--- src/rtl/spell_mem_pkg.sv ---
// spell_mem_pkg
// Shared types and constants for the SPELL internal memory.
//   state_t   : access FSM states
//   CODE_FILL : value every code byte reads after reset
//   DATA_FILL : value every data byte reads after reset
//   LAT_W     : width of the access latency counter
package spell_mem_pkg;

  typedef enum logic [1:0] {
    IDLE = 2'd0,
    WAIT = 2'd1,
    DONE = 2'd2
  } state_t;

  localparam logic [7:0] CODE_FILL = 8'hFF;
  localparam logic [7:0] DATA_FILL = 8'h00;
  localparam int         LAT_W     = 4;

endpackage

--- src/rtl/spell_mem_array.sv ---
// spell_mem_array
// Byte-wide storage with asynchronous clear and combinational read.
// With INVERT=1 the bytes are stored complemented, so cleared storage
// reads back as 8'hFF.
//   clk, rst_n : clock, async active-low clear of all bytes
//   we         : write enable for addr
//   addr       : byte address (addresses >= SIZE are never written)
//   wdata      : write data
//   rdata      : read data at addr (fill value when addr >= SIZE)
module spell_mem_array
  import spell_mem_pkg::*;
#(
  parameter int SIZE       = 8,
  parameter int ADDR_WIDTH = 8,
  parameter bit INVERT     = 1'b0
) (
  input  logic                  clk,
  input  logic                  rst_n,
  input  logic                  we,
  input  logic [ADDR_WIDTH-1:0] addr,
  input  logic [7:0]            wdata,
  output logic [7:0]            rdata
);

  logic [7:0] mem [SIZE];

  // Decode by compare rather than by indexing so addresses beyond SIZE
  // never alias onto a stored byte.
  always_ff @(posedge clk or negedge rst_n) begin
    if (!rst_n) begin
      for (int i = 0; i < SIZE; i++) mem[i] <= 8'h00;
    end else if (we) begin
      for (int i = 0; i < SIZE; i++) begin
        if (addr == ADDR_WIDTH'(i)) mem[i] <= INVERT ? ~wdata : wdata;
      end
    end
  end

  always_comb begin
    rdata = INVERT ? CODE_FILL : DATA_FILL;
    for (int i = 0; i < SIZE; i++) begin
      if (addr == ADDR_WIDTH'(i)) rdata = INVERT ? ~mem[i] : mem[i];
    end
  end

endmodule

--- src/rtl/spell_mem_param.sv ---
// spell_mem_param
// SPELL internal memory: separate code and data spaces behind a single
// select/data_ready handshake, with configurable latency, abort on
// deselect, code write-protect and an error flag.
//   clk, rst_n       : clock, async active-low reset
//   select           : access request, held until data_ready
//   addr             : byte address in the selected space
//   data_in          : write data
//   memory_type_data : 1 = data space, 0 = code space
//   write            : 1 = write, 0 = read
//   code_wp          : code-space write protect
//   data_out         : read data (holds across writes and idle)
//   data_ready       : access complete
//   error            : completed access out of range or write-protected
//
// state | meaning
// IDLE  | waiting for select; operands latched on the accepting edge
// WAIT  | latency countdown; deselect aborts with no side effects
// DONE  | access committed; data_ready high until select drops
module spell_mem_param
  import spell_mem_pkg::*;
#(
  parameter int CODE_SIZE  = 32,
  parameter int DATA_SIZE  = 8,
  parameter int ADDR_WIDTH = 8,
  parameter int LATENCY    = 0
) (
  input  logic                  clk,
  input  logic                  rst_n,
  input  logic                  select,
  input  logic [ADDR_WIDTH-1:0] addr,
  input  logic [7:0]            data_in,
  input  logic                  memory_type_data,
  input  logic                  write,
  input  logic                  code_wp,
  output logic [7:0]            data_out,
  output logic                  data_ready,
  output logic                  error
);

  localparam logic [ADDR_WIDTH:0] CODE_LIM = (ADDR_WIDTH + 1)'(CODE_SIZE);
  localparam logic [ADDR_WIDTH:0] DATA_LIM = (ADDR_WIDTH + 1)'(DATA_SIZE);

  state_t state, state_nxt;
  logic [LAT_W-1:0] counter;

  logic [ADDR_WIDTH-1:0] lat_addr;
  logic [7:0]            lat_wdata;
  logic                  lat_dspace, lat_write, lat_wp;

  // With zero latency the accepting edge is also the commit edge, so the
  // live inputs stand in for the latch while in IDLE.
  logic                  in_idle;
  logic [ADDR_WIDTH-1:0] op_addr;
  logic [7:0]            op_wdata;
  logic                  op_dspace, op_write, op_wp;
  logic                  commit, in_range, blocked;
  logic                  code_we, data_we;
  logic [7:0]            code_rdata, data_rdata;

  assign in_idle   = (state == IDLE);
  assign op_addr   = in_idle ? addr             : lat_addr;
  assign op_wdata  = in_idle ? data_in          : lat_wdata;
  assign op_dspace = in_idle ? memory_type_data : lat_dspace;
  assign op_write  = in_idle ? write            : lat_write;
  assign op_wp     = in_idle ? code_wp          : lat_wp;

  assign commit = select &&
                  ((in_idle && (LATENCY == 0)) ||
                   ((state == WAIT) && (counter == LAT_W'(1))));

  assign in_range = op_dspace ? ({1'b0, op_addr} < DATA_LIM)
                              : ({1'b0, op_addr} < CODE_LIM);
  assign blocked  = !op_dspace && op_write && op_wp;

  assign code_we = commit && op_write && !op_dspace && in_range && !op_wp;
  assign data_we = commit && op_write &&  op_dspace && in_range;

  spell_mem_array #(.SIZE(CODE_SIZE), .ADDR_WIDTH(ADDR_WIDTH), .INVERT(1'b1)) u_code (
    .clk   (clk),
    .rst_n (rst_n),
    .we    (code_we),
    .addr  (op_addr),
    .wdata (op_wdata),
    .rdata (code_rdata)
  );

  spell_mem_array #(.SIZE(DATA_SIZE), .ADDR_WIDTH(ADDR_WIDTH), .INVERT(1'b0)) u_data (
    .clk   (clk),
    .rst_n (rst_n),
    .we    (data_we),
    .addr  (op_addr),
    .wdata (op_wdata),
    .rdata (data_rdata)
  );

  always_ff @(posedge clk or negedge rst_n) begin
    if (!rst_n) state <= IDLE;
    else        state <= state_nxt;
  end

  always_comb begin
    state_nxt = state;
    case (state)
      IDLE: if (select) state_nxt = (LATENCY == 0) ? DONE : WAIT;
      WAIT: begin
        if (!select)                    state_nxt = IDLE;
        else if (counter == LAT_W'(1))  state_nxt = DONE;
      end
      DONE: if (!select) state_nxt = IDLE;
      default: state_nxt = IDLE;
    endcase
  end

  always_comb begin
    data_ready = (state == DONE);
  end

  always_ff @(posedge clk or negedge rst_n) begin
    if (!rst_n) begin
      counter    <= '0;
      lat_addr   <= '0;
      lat_wdata  <= 8'h00;
      lat_dspace <= 1'b0;
      lat_write  <= 1'b0;
      lat_wp     <= 1'b0;
    end else if (in_idle && select) begin
      counter    <= LAT_W'(LATENCY);
      lat_addr   <= addr;
      lat_wdata  <= data_in;
      lat_dspace <= memory_type_data;
      lat_write  <= write;
      lat_wp     <= code_wp;
    end else if (state == WAIT) begin
      counter <= counter - LAT_W'(1);
    end
  end

  always_ff @(posedge clk or negedge rst_n) begin
    if (!rst_n) begin
      data_out <= 8'h00;
      error    <= 1'b0;
    end else if (commit) begin
      error <= !in_range || blocked;
      if (!op_write) begin
        if (!in_range)      data_out <= op_dspace ? DATA_FILL : CODE_FILL;
        else if (op_dspace) data_out <= data_rdata;
        else                data_out <= code_rdata;
      end
    end else if ((state == DONE) && !select) begin
      error <= 1'b0;
    end
  end

endmodule

--- config.mk ---
export PLATFORM = sky130hd
export DESIGN_NAME = spell_mem_param
export DESIGN_NICKNAME = d
export VERILOG_FILES = /design/src/rtl/spell_mem_pkg.sv /design/src/rtl/spell_mem_array.sv /design/src/rtl/spell_mem_param.sv
export SDC_FILE = /design/constraint.sdc
export NUM_CORES = 1
export LEC_CHECK = 0
export ABC_AREA = 1
export BUFFER_PORTS_ARGS = -buffer_cell sky130_fd_sc_hd__buf_2
export CAP_MARGIN = 20
export CORE_MARGIN = 4
export CORE_UTILIZATION = 30
export DETAILED_ROUTE_END_ITERATION = 8
export GPL_ROUTABILITY_DRIVEN = 0
export GPL_TIMING_DRIVEN = 0
export REMOVE_ABC_BUFFERS = 1
export SYNTH_ARGS = -nofsm -noshare
export SYNTH_HDL_FRONTEND = slang
export SYNTH_SLANG_ARGS = --single-unit
--- constraint.sdc ---
create_clock -name clk -period 4 [get_ports clk]
set_input_delay 0.8 -clock clk [delete_from_list [all_inputs] [get_ports clk]]
set_output_delay 0.8 -clock clk [all_outputs]
set_load 0.02 [all_outputs]
==> metrics.cfg <==
[critical_path]
crit_fanout=12
cpMaxStageDelayCell=dfrtp_4
r2r_slack_ps=210
critPathCaptureType=register
cp-start-kind=register
required_ps=4490
cp_common_cell=nand2_1
cp.arrival_ps=4280
crit_type=register to register
cpPeakStageDelay_ps=500

[placement]
portBuffers=31
dp.cells=2715
place_area_mm2=0.0173
dpl.hpwl_um=29700
dp_slack_ps=-575

[drt]
ant_nets=0
wl_per_cell_um=15.4
routed_wl_um=43200
drt-pass1-iter-count=5
via_per_inst=4.75
drc_errors=0
drt_iter0_markers=1094
vias=13300

[timing]
hold_viol=0
finalSetupViolCount=0
min_period_over_period=0.948
tightest_slew_ps=1070
setup_tns_ps=0
clock_skew_ps=25.2
relSlewSlack=0.284
hold_slack_ps=204
setup_ws_ps=206
fmax_mhz=264
period_needed_ps=3790
slew_violations=0

[clock_tree]
clk_latency_ps=550
root_buffer=clkbuf_16
hold_buffers=0
clk_transition_reported_paths_ps=60
cts_htree_levels=2
ctsLongestPathBuffers=3
clock_sink_count=349
cts_tree=built
cts_buffers=39

[yosys]
yosys.area_share.simple=0.267
synth_top_area_share=0.536
synth_area_leaders=dfrtp_1, nand2_1, o21ai_0
yosys.cell_types.count=39
synth_area_leader_cell=dfrtp_1
synthCells=2067
synth_xor_xnor_area_share=0.000537
synth.avg_cell_area_um2=7.89
synth_compound_area_frac=0.123
syn_area_mm2=0.0163
synthMuxAreaShare=0.00184
ys_async_sr_fraction=1.00
synth-adder-area-share=0.000767
ys_warn_count=0
synth_top_family_by_area=simple AND/OR/NAND/NOR gates
ys.flop_type=dfrtp_1
ys_seq_area_frac=0.536
synth-edff-count=0
synth_seq_cells=349

[final_layout]
synthToLayoutAreaGrowth_pct=16.0
nets=2109
drive_above_1_share=0.122
final_cell_count_no_fill=2809
fin_util=0.352
design_area_mm2=0.0189
insertedDiodeCount=0

[power]
power_mw=10.3
peakVddDrop_v=0.000267
p_per_area_mw_per_mm2=546
p_leak_nw=8.91

[global_routing]
antenna_found_initial=2
grt-ovfl-total=0
grt_pass1_wl_um=69400
grt_usage=0.149
grt_pass1_vias=12800
grt_max_degree=103

[floorplan]
die_h_um=241
rows=85
die_w_um=241
dieArea_mm2=0.0582
initial_utilization=0.303
io_pins=32
core-area_mm2=0.0538

[status]
status=finished, final reports clean

[run]
drv_cap=0

[min_path]
hp-class=primary input to async pin

## cell usage in the layout, fill, tap and decap left out, drive strengths merged
master,count
a21oi,17
a221oi,8
a22o,4
and3,1
buf,75
bufinv,1
clkbuf,57
clkinv,11
clkinvlp,3
dfrtp,349
ha,1
inv,188
mux2i,3
nand2,813
nand3,30
nand3b,2
nand4,39
nor2,94
o211ai,1
o21ai,357
o31ai,1
or2,57
xnor2,1
## registers in the layout (all words and copies together) (netlist names)
name and flops:
u_data.mem 64, data_out 8, error 1, lat_addr 8
u_code.mem 256, state 1, lat_wp 1, lat_write 1
lat_wdata 8, lat_dspace 1
## kinds of logic (layout without fill, tap and decap cells)
family | count (synthesis) | count (layout)
flops | 349 | 349
mux | 3 | 3
simple gates | 1036 | 1036
buf+inv | 289 | 335
xor+xnor | 1 | 1
fa+ha+maj | 1 | 1
compound gates | 388 | 388
## area by class of cell
type                            count  area [um2]
Sequential cell                   349        8740
Clock inverter                     12         125
Fill cell                        5572       34900
Timing Repair Buffer               76         807
Multi-Input combinational cell   1429        6500
Inverter                          191         743
Clock buffer                       56        1130
Tap cell                          696         871
## cell usage after synthesis, drive strengths merged (2+ instances only)
cell type	count
nand4	39
clkbuf	83
o21ai	357
nor2	94
inv	190
nand3	30
nand2	813
or2	57
a21oi	17
a22o	4
nand3b	2
mux2i	3
a221oi	8
buf	15
dfrtp	349
## timing repair
action	4_1_cts	5_1_grt
setup endpoints to repair	196	43
pin swaps	3	5
resized for setup	6	30
buffers inserted	9	16
hold endpoints to repair	0	0
## per-layer routing
| metal | track usage | share of wire | wire length (um) |
|---|---|---|---|
| met1 | 0.202 | 0.46 | 19900 |
| met2 | 0.248 | 0.46 | 20000 |
| met3 | 0.0272 | 0.051 | 2190 |
| met4 | 0.0384 | 0.024 | 1040 |
| met5 | 0 | 0.00030 | 13 |
## worst max-delay path: cells and delay by family, from the launching register on
kind            cells  cell delay (ps)
simple gates       25             2590
compound gates      1              210
buf+inv             3              420
flops               1              500
## where the power goes
part	leakage (nW)	switching (mW)	internal, mW	total (mW)
registers	4.76	0.0784	3.71	3.79
clock network	0.620	1.47	2.04	3.51
logic	3.53	2.14	0.872	3.01
total	8.91	3.69	6.63	10.3
## final timing paths
check	to	start	cells after the start
worst min-delay path	u_code.mem[51]	rst_n	1
worst min register to register	u_code.mem[59]	u_code.mem[59]	2
worst max register to register	data_out[5]	state[1]	29
max in group asynchronous	lat_wdata[4]	rst_n	3
min in group clk	lat_wp	code_wp	3
worst max-delay path	data_out[5]	state[1]	29
No activity file was read; power rests on OpenSTA's default activity.
